## src/rtl/mtm_alu_tx_scheduler_if.sv

```systemverilog
`default_nettype none
// ============================================================================
// mtm_alu_tx_scheduler_if : request/holding handshakes and serializer image bus
// Revision: 1.0
// ============================================================================
interface mtm_alu_tx_scheduler_if;
  logic        res_valid;
  logic [31:0] res_c;
  logic [7:0]  res_ctl;
  logic        res_ready;
  logic        err_valid;
  logic [7:0]  err_ctl;
  logic        err_ready;
  logic [54:0] aluin;
  logic        dataready;
  logic        ovf;

  modport master (
    output res_valid, res_c, res_ctl, err_valid, err_ctl,
    input  res_ready, err_ready, aluin, dataready, ovf
  );

  modport slave (
    input  res_valid, res_c, res_ctl, err_valid, err_ctl,
    output res_ready, err_ready, aluin, dataready, ovf
  );
endinterface
`default_nettype wire

```

## src/rtl/mtm_alu_tx_scheduler.sv

```systemverilog
`default_nettype none
// ============================================================================
// mtm_alu_tx_scheduler : buffers one result and one error frame, feeds the
// serializer one paced 55-bit image. MTM_ALU_TX_RR_EN: round-robin grant.
// Revision: 1.0
// ============================================================================
module mtm_alu_tx_scheduler #(
  parameter int GUARD = 4,
  parameter int CNT_W = 7
) (
  input  logic                         clk,
  input  logic                         rst,
  mtm_alu_tx_scheduler_if.slave        tx_if
);

  typedef enum logic [1:0] {
    S_IDLE = 2'd0,
    S_LOAD = 2'd1,
    S_WAIT = 2'd2
  } state_t;

  localparam logic [CNT_W-1:0] RES_LEN = CNT_W'(55 + GUARD);
  localparam logic [CNT_W-1:0] ERR_LEN = CNT_W'(11 + GUARD);

  state_t           state_q;
  logic             res_full_q;
  logic             err_full_q;
  logic [31:0]      res_c_q;
  logic [7:0]       res_ctl_q;
  logic [7:0]       err_ctl_q;
  logic [54:0]      aluin_q;
  logic             dataready_q;
  logic             ovf_q;
  logic             frame_err_q;
  logic [CNT_W-1:0] cnt_q;
  logic [CNT_W-1:0] cnt_d;
  logic             grant_err;

  function automatic logic [10:0] word(input logic t, input logic [7:0] b);
    return {1'b0, t, b, 1'b1};
  endfunction

  assign cnt_d = cnt_q - CNT_W'(1);

`ifdef MTM_ALU_TX_RR_EN
  logic last_err_q;
  // On a tie the requester not served last wins.
  assign grant_err = err_full_q && (!res_full_q || !last_err_q);
`else
  assign grant_err = err_full_q;
`endif

  always_ff @(posedge clk) begin
    if (!rst) begin
      state_q     <= S_IDLE;
      res_full_q  <= 1'b0;
      err_full_q  <= 1'b0;
      res_c_q     <= '0;
      res_ctl_q   <= '0;
      err_ctl_q   <= '0;
      aluin_q     <= '0;
      dataready_q <= 1'b0;
      ovf_q       <= 1'b0;
      frame_err_q <= 1'b0;
      cnt_q       <= '0;
`ifdef MTM_ALU_TX_RR_EN
      last_err_q  <= 1'b0;
`endif
    end else begin
      dataready_q <= 1'b0;

      // Capture only into an empty register; grant only releases a full one.
      if (tx_if.res_valid) begin
        if (!res_full_q) begin
          res_full_q <= 1'b1;
          res_c_q    <= tx_if.res_c;
          res_ctl_q  <= tx_if.res_ctl;
        end else begin
          ovf_q <= 1'b1;
        end
      end
      if (tx_if.err_valid) begin
        if (!err_full_q) begin
          err_full_q <= 1'b1;
          err_ctl_q  <= tx_if.err_ctl;
        end else begin
          ovf_q <= 1'b1;
        end
      end

      case (state_q)
        S_IDLE: begin
          if (res_full_q || err_full_q) begin
            if (grant_err) begin
              aluin_q    <= {44'd0, word(1'b1, err_ctl_q)};
              err_full_q <= 1'b0;
            end else begin
              aluin_q    <= {word(1'b0, res_c_q[31:24]), word(1'b0, res_c_q[23:16]),
                             word(1'b0, res_c_q[15:8]),  word(1'b0, res_c_q[7:0]),
                             word(1'b1, res_ctl_q)};
              res_full_q <= 1'b0;
            end
            frame_err_q <= grant_err;
`ifdef MTM_ALU_TX_RR_EN
            last_err_q  <= grant_err;
`endif
            dataready_q <= 1'b1;
            state_q     <= S_LOAD;
          end
        end
        S_LOAD: begin
          cnt_q   <= frame_err_q ? ERR_LEN : RES_LEN;
          state_q <= S_WAIT;
        end
        S_WAIT: begin
          // Leaving on the decremented value gives a grant-to-grant period of len+GUARD+1.
          cnt_q <= cnt_d;
          if (cnt_d == CNT_W'(1)) begin
            state_q <= S_IDLE;
          end
        end
        default: state_q <= S_IDLE;
      endcase
    end
  end

  assign tx_if.aluin     = aluin_q;
  assign tx_if.dataready = dataready_q;
  assign tx_if.ovf       = ovf_q;
  assign tx_if.res_ready = !res_full_q;
  assign tx_if.err_ready = !err_full_q;

endmodule
`default_nettype wire

```

## src/flat_wrapper.sv

```systemverilog
// flat-port wrapper written by rule: the top's interface ports become plain ports
module mtm_alu_tx_scheduler_flat 
#(
  parameter int GUARD = 4,
  parameter int CNT_W = 7
)
  (clk, rst, tx_if_res_valid, tx_if_res_c, tx_if_res_ctl, tx_if_err_valid, tx_if_err_ctl, tx_if_res_ready, tx_if_err_ready, tx_if_aluin, tx_if_dataready, tx_if_ovf);
  mtm_alu_tx_scheduler_if tx_if_i ();
  input  logic clk;
  input  logic rst;
  input wire logic [$bits(tx_if_i.res_valid)-1:0] tx_if_res_valid;
  input wire logic [$bits(tx_if_i.res_c)-1:0] tx_if_res_c;
  input wire logic [$bits(tx_if_i.res_ctl)-1:0] tx_if_res_ctl;
  input wire logic [$bits(tx_if_i.err_valid)-1:0] tx_if_err_valid;
  input wire logic [$bits(tx_if_i.err_ctl)-1:0] tx_if_err_ctl;
  output wire logic [$bits(tx_if_i.res_ready)-1:0] tx_if_res_ready;
  output wire logic [$bits(tx_if_i.err_ready)-1:0] tx_if_err_ready;
  output wire logic [$bits(tx_if_i.aluin)-1:0] tx_if_aluin;
  output wire logic [$bits(tx_if_i.dataready)-1:0] tx_if_dataready;
  output wire logic [$bits(tx_if_i.ovf)-1:0] tx_if_ovf;
  assign tx_if_i.res_valid = tx_if_res_valid;
  assign tx_if_i.res_c = tx_if_res_c;
  assign tx_if_i.res_ctl = tx_if_res_ctl;
  assign tx_if_i.err_valid = tx_if_err_valid;
  assign tx_if_i.err_ctl = tx_if_err_ctl;
  assign tx_if_res_ready = tx_if_i.res_ready;
  assign tx_if_err_ready = tx_if_i.err_ready;
  assign tx_if_aluin = tx_if_i.aluin;
  assign tx_if_dataready = tx_if_i.dataready;
  assign tx_if_ovf = tx_if_i.ovf;
  mtm_alu_tx_scheduler #(.GUARD(GUARD), .CNT_W(CNT_W)) u_core (.clk(clk), .rst(rst), .tx_if(tx_if_i));
endmodule
```

## config.mk

```make
export PLATFORM = sky130hd
export DESIGN_NAME = mtm_alu_tx_scheduler_flat
export DESIGN_NICKNAME = d
export VERILOG_FILES = /design/src/rtl/mtm_alu_tx_scheduler_if.sv /design/src/rtl/mtm_alu_tx_scheduler.sv /design/src/flat_wrapper.sv
export SDC_FILE = /design/constraint.sdc
export NUM_CORES = 1
export LEC_CHECK = 0
export BUFFER_PORTS_ARGS = -buffer_cell sky130_fd_sc_hd__clkbuf_2
export CAP_MARGIN = 0
export CORE_MARGIN = 2
export CORE_UTILIZATION = 55
export DETAILED_ROUTE_END_ITERATION = 10
export PLACE_DENSITY = 0.81
export SLEW_MARGIN = 20
export SYNTH_ARGS = -nofsm -noshare
export SYNTH_HDL_FRONTEND = slang
export SYNTH_SLANG_ARGS = --single-unit
```

## constraint.sdc

```tcl
create_clock -name clk -period 2.6 [get_ports clk]
set_clock_uncertainty 0.1 [all_clocks]
set_input_delay 0.52 -clock clk [delete_from_list [all_inputs] [get_ports clk]]
set_output_delay 0.52 -clock clk [all_outputs]
set_load 0.005 [all_outputs]
```

==> results.py <==
metrics = {
    "outcome": {
        "status": "finished, final reports clean",
    },
    "route": {
        "wirelength_um": 9030,
        "drtPass1Iterations": 4,
        "routed_via_density": 5.32,
        "routedWlPerCell_um": 13.7,
        "vias": 3500,
        "route.detailed.drc": 0,
        "first_iter_violations": 197,
        "ant_nets": 0,
    },
    "floorplan": {
        "die_w_um": 89.1,
        "die-height_um": 89.1,
        "rows": 31,
        "dieArea_um2": 7950,
        "initial_core_util": 0.559,
        "core_area_um2": 7140,
        "io_pins": 111,
    },
    "sta": {
        "slew_headroom": 0.548,
        "tightest_slew_ns": 0.678,
        "fmax_mhz": 516,
        "holdWs_ns": 0.259,
        "report.final.slew_viol_count": 0,
        "min_period_ns": 1.94,
        "fin_tns_setup_ns": 0,
        "hold_viol_final": 0,
        "setup_violations": 0,
        "rsz0062_at_grt": "false",
        "timing.final.crit_share": 0.745,
    },
    "global_routing": {
        "grt_pass1_wl_um": 14300,
        "grt_pass1_vias": 3212,
        "grt_antenna_before_repair": 0,
        "overflow": 0,
        "grt_max_degree": 50,
        "grt.total_usage": 0.231,
    },
    "clock_network": {
        "clk_path_buf_depth": 2,
        "cts_tree": "yes",
        "cts_hold_buffers": 0,
        "cts.sinks": 104,
        "clk_latency_ns": 0.36,
        "cts_max_level": 3,
        "cts_buffers": 9,
        "cts_resized": 0,
        "post_cts_buffers": 0,
        "clock-root-buffer": "clkbuf_8",
        "cts.reportedPaths.clkPinSlew_ns": 0.10,
    },
    "power_and_ir_drop": {
        "max-vdd-ir-drop_uv": 359,
        "clock_power_share": 0.300,
        "p_leak_nw": 2.00,
        "cell_internal_pwr_mw": 2.57,
        "combPwrFrac": 0.199,
        "power.switching_fraction": 0.294,
        "total_power_mw": 3.64,
        "p_sw_mw": 1.07,
        "seqPwrFrac": 0.501,
        "power_per_cell_area_nw_per_um2": 765,
    },
    "synth": {
        "synth_seq_area_share": 0.522,
        "postSynthCellCount": 472,
        "synth.area.top_cells": "dfxtp_1 52%, nand2_1 10%, a21oi_1 7.7%",
        "yosys_warnings": 0,
        "ys_types": 32,
        "ys_top_cells_by_count": "107 x nand2_1, 104 x dfxtp_1, 61 x a21oi_1, 43 x nor2_1, 35 x a22oi_1",
        "synth-seq-cells": 104,
        "synth_most_common_cell": "nand2_1",
        "synth-async-reset-ratio": 0,
        "synth_edf_count": 0,
        "netlist_area_um2": 3990,
        "ys.flop_type": "dfxtp_1",
        "synth_top_area_cell": "dfxtp_1",
        "syn_area_per_cell_um2": 8.45,
        "yosysTopAreaCellShare": 0.522,
    },
    "final_layout": {
        "final_layout_size_suffix_gt1_frac": 0.240,
        "fin_nets": 611,
        "final_area_um2": 4760,
        "syn2layout_area_growth_pct": 19.3,
        "diodes": 0,
        "n_fill_cell": 613,
        "fin_cells": 658,
    },
    "placement": {
        "portBuffers": 101,
        "dp_hpwl_um": 6020,
        "placedInstanceArea_um2": 4540,
        "gp_congestion": 0.762,
        "placed_cells": 642,
    },
    "critical_path": {
        "end_kind": "flip-flop",
        "crit_fanout": 31,
        "cp.required_ns": 2.80,
        "reg2reg_depth": 7,
        "arrival_ns": 2.14,
        "cp-start-kind": "flip-flop",
        "critPathKind": "reg -> reg",
    },
    "hold_path": {
        "holdPathStages": 3,
        "hold_path_class": "in -> reg",
    },
    "flow_run": {
        "drv_cap": 0,
    },
}
power groups by stage:
stage | Sequential [mW] | Clock, mW | Combinational, mW
final | 1.82 | 1.09 | 0.725
after global routing | 1.84 | 1.17 | 0.816
after CTS | 1.82 | 1.11 | 0.727
after detailed placement | 1.86 | 0 | 0.721
after global placement | 1.85 | 0 | 0.703
after floorplan | 1.83 | 0 | 0.513
sequential cells by signal (all words and copies together), names as in the netlist:
signal and count:
u_core.tx_if.dataready 1, u_core.frame_err_q 1, u_core.res_ctl_q 8, u_core.res_full_q 1, u_core.res_c_q 32, u_core.tx_if.aluin 42, u_core.tx_if.ovf 1, u_core.cnt_q 7
u_core.state_q 2, u_core.err_ctl_q 8, u_core.err_full_q 1
cells in the final DEF (no fill, tap or decap), types with 8 or more instances in the layout:
cell type    n
o21ai_0     17
nand2_1    107
dfxtp_1    104
a21oi_1     61
nor2_1      42
nand3b_1    12
a22oi_1     35
clkbuf_8     9
inv_1        8
conb_1       9
o221ai_1     8
clkbuf_2   101
worst max-delay path, stage by stage (launching register included):
cell and delay, ns:
dfxtp_1 0.34, inv_1 0.09, ha_1 0.45, nand2_1 0.18, nor2_2 0.24, buf_12 0.22
a22oi_1 0.12, nor2_1 0.13
cell type report:
cell class | count | area (um2) | area share
flip-flops and latches | 104 | 2080 | 0.438
multi-input cells | 320 | 1680 | 0.353
repair buffers | 109 | 616 | 0.129
clock buffers | 9 | 124 | 0.0260
well taps | 99 | 124 | 0.0260
clock inverters | 7 | 95.1 | 0.0200
inverters | 10 | 37.5 | 0.00789
cells by family after synthesis:
group,count (synthesis),share of synthesized area
buffers and inverters,56,0.0681
multiplexers,1,0.00251
AO/OA/AOI/OAI,134,0.210
XOR/XNOR,1,0.00220
AND/OR/NAND/NOR,170,0.179
adder cells (fa/ha/maj),5,0.0157
other,1,0.000940
flip-flops,104,0.522
routing by layer:
metal / up-vias / wire length (um) / track usage
li1: 1742 / - / -
met5: - / 0 / 0
met1: 1647 / 3890 / 0.288
met2: 99 / 4440 / 0.386
met4: 0 / 96 / 0.0896
met3: 12 / 606 / 0.0572
final timing paths:
path,endpoint,startpoint,slack (ns)
worst min register to register,u_core.res_ctl_q[6],u_core.res_ctl_q[6],0.35
worst max register to register,u_core.tx_if.aluin[45],u_core.state_q[1],0.66
worst min-delay path,u_core.res_c_q[18],tx_if_res_c[18],0.26
worst max-delay path,u_core.tx_if.aluin[45],u_core.state_q[1],0.66
per-stage QoR:
| step | util | setup WS (ns) |
|---|---|---|
| CTS | 0.666 | 0.660 |
| detailed placement | 0.636 | 0.728 |
| floorplan | - | 0.938 |
| finish | 0.666 | 0.663 |
| global route | 0.666 | 0.450 |
| global placement | 0.636 | 0.760 |
Note: power is estimated with default switching activity, not from simulation.
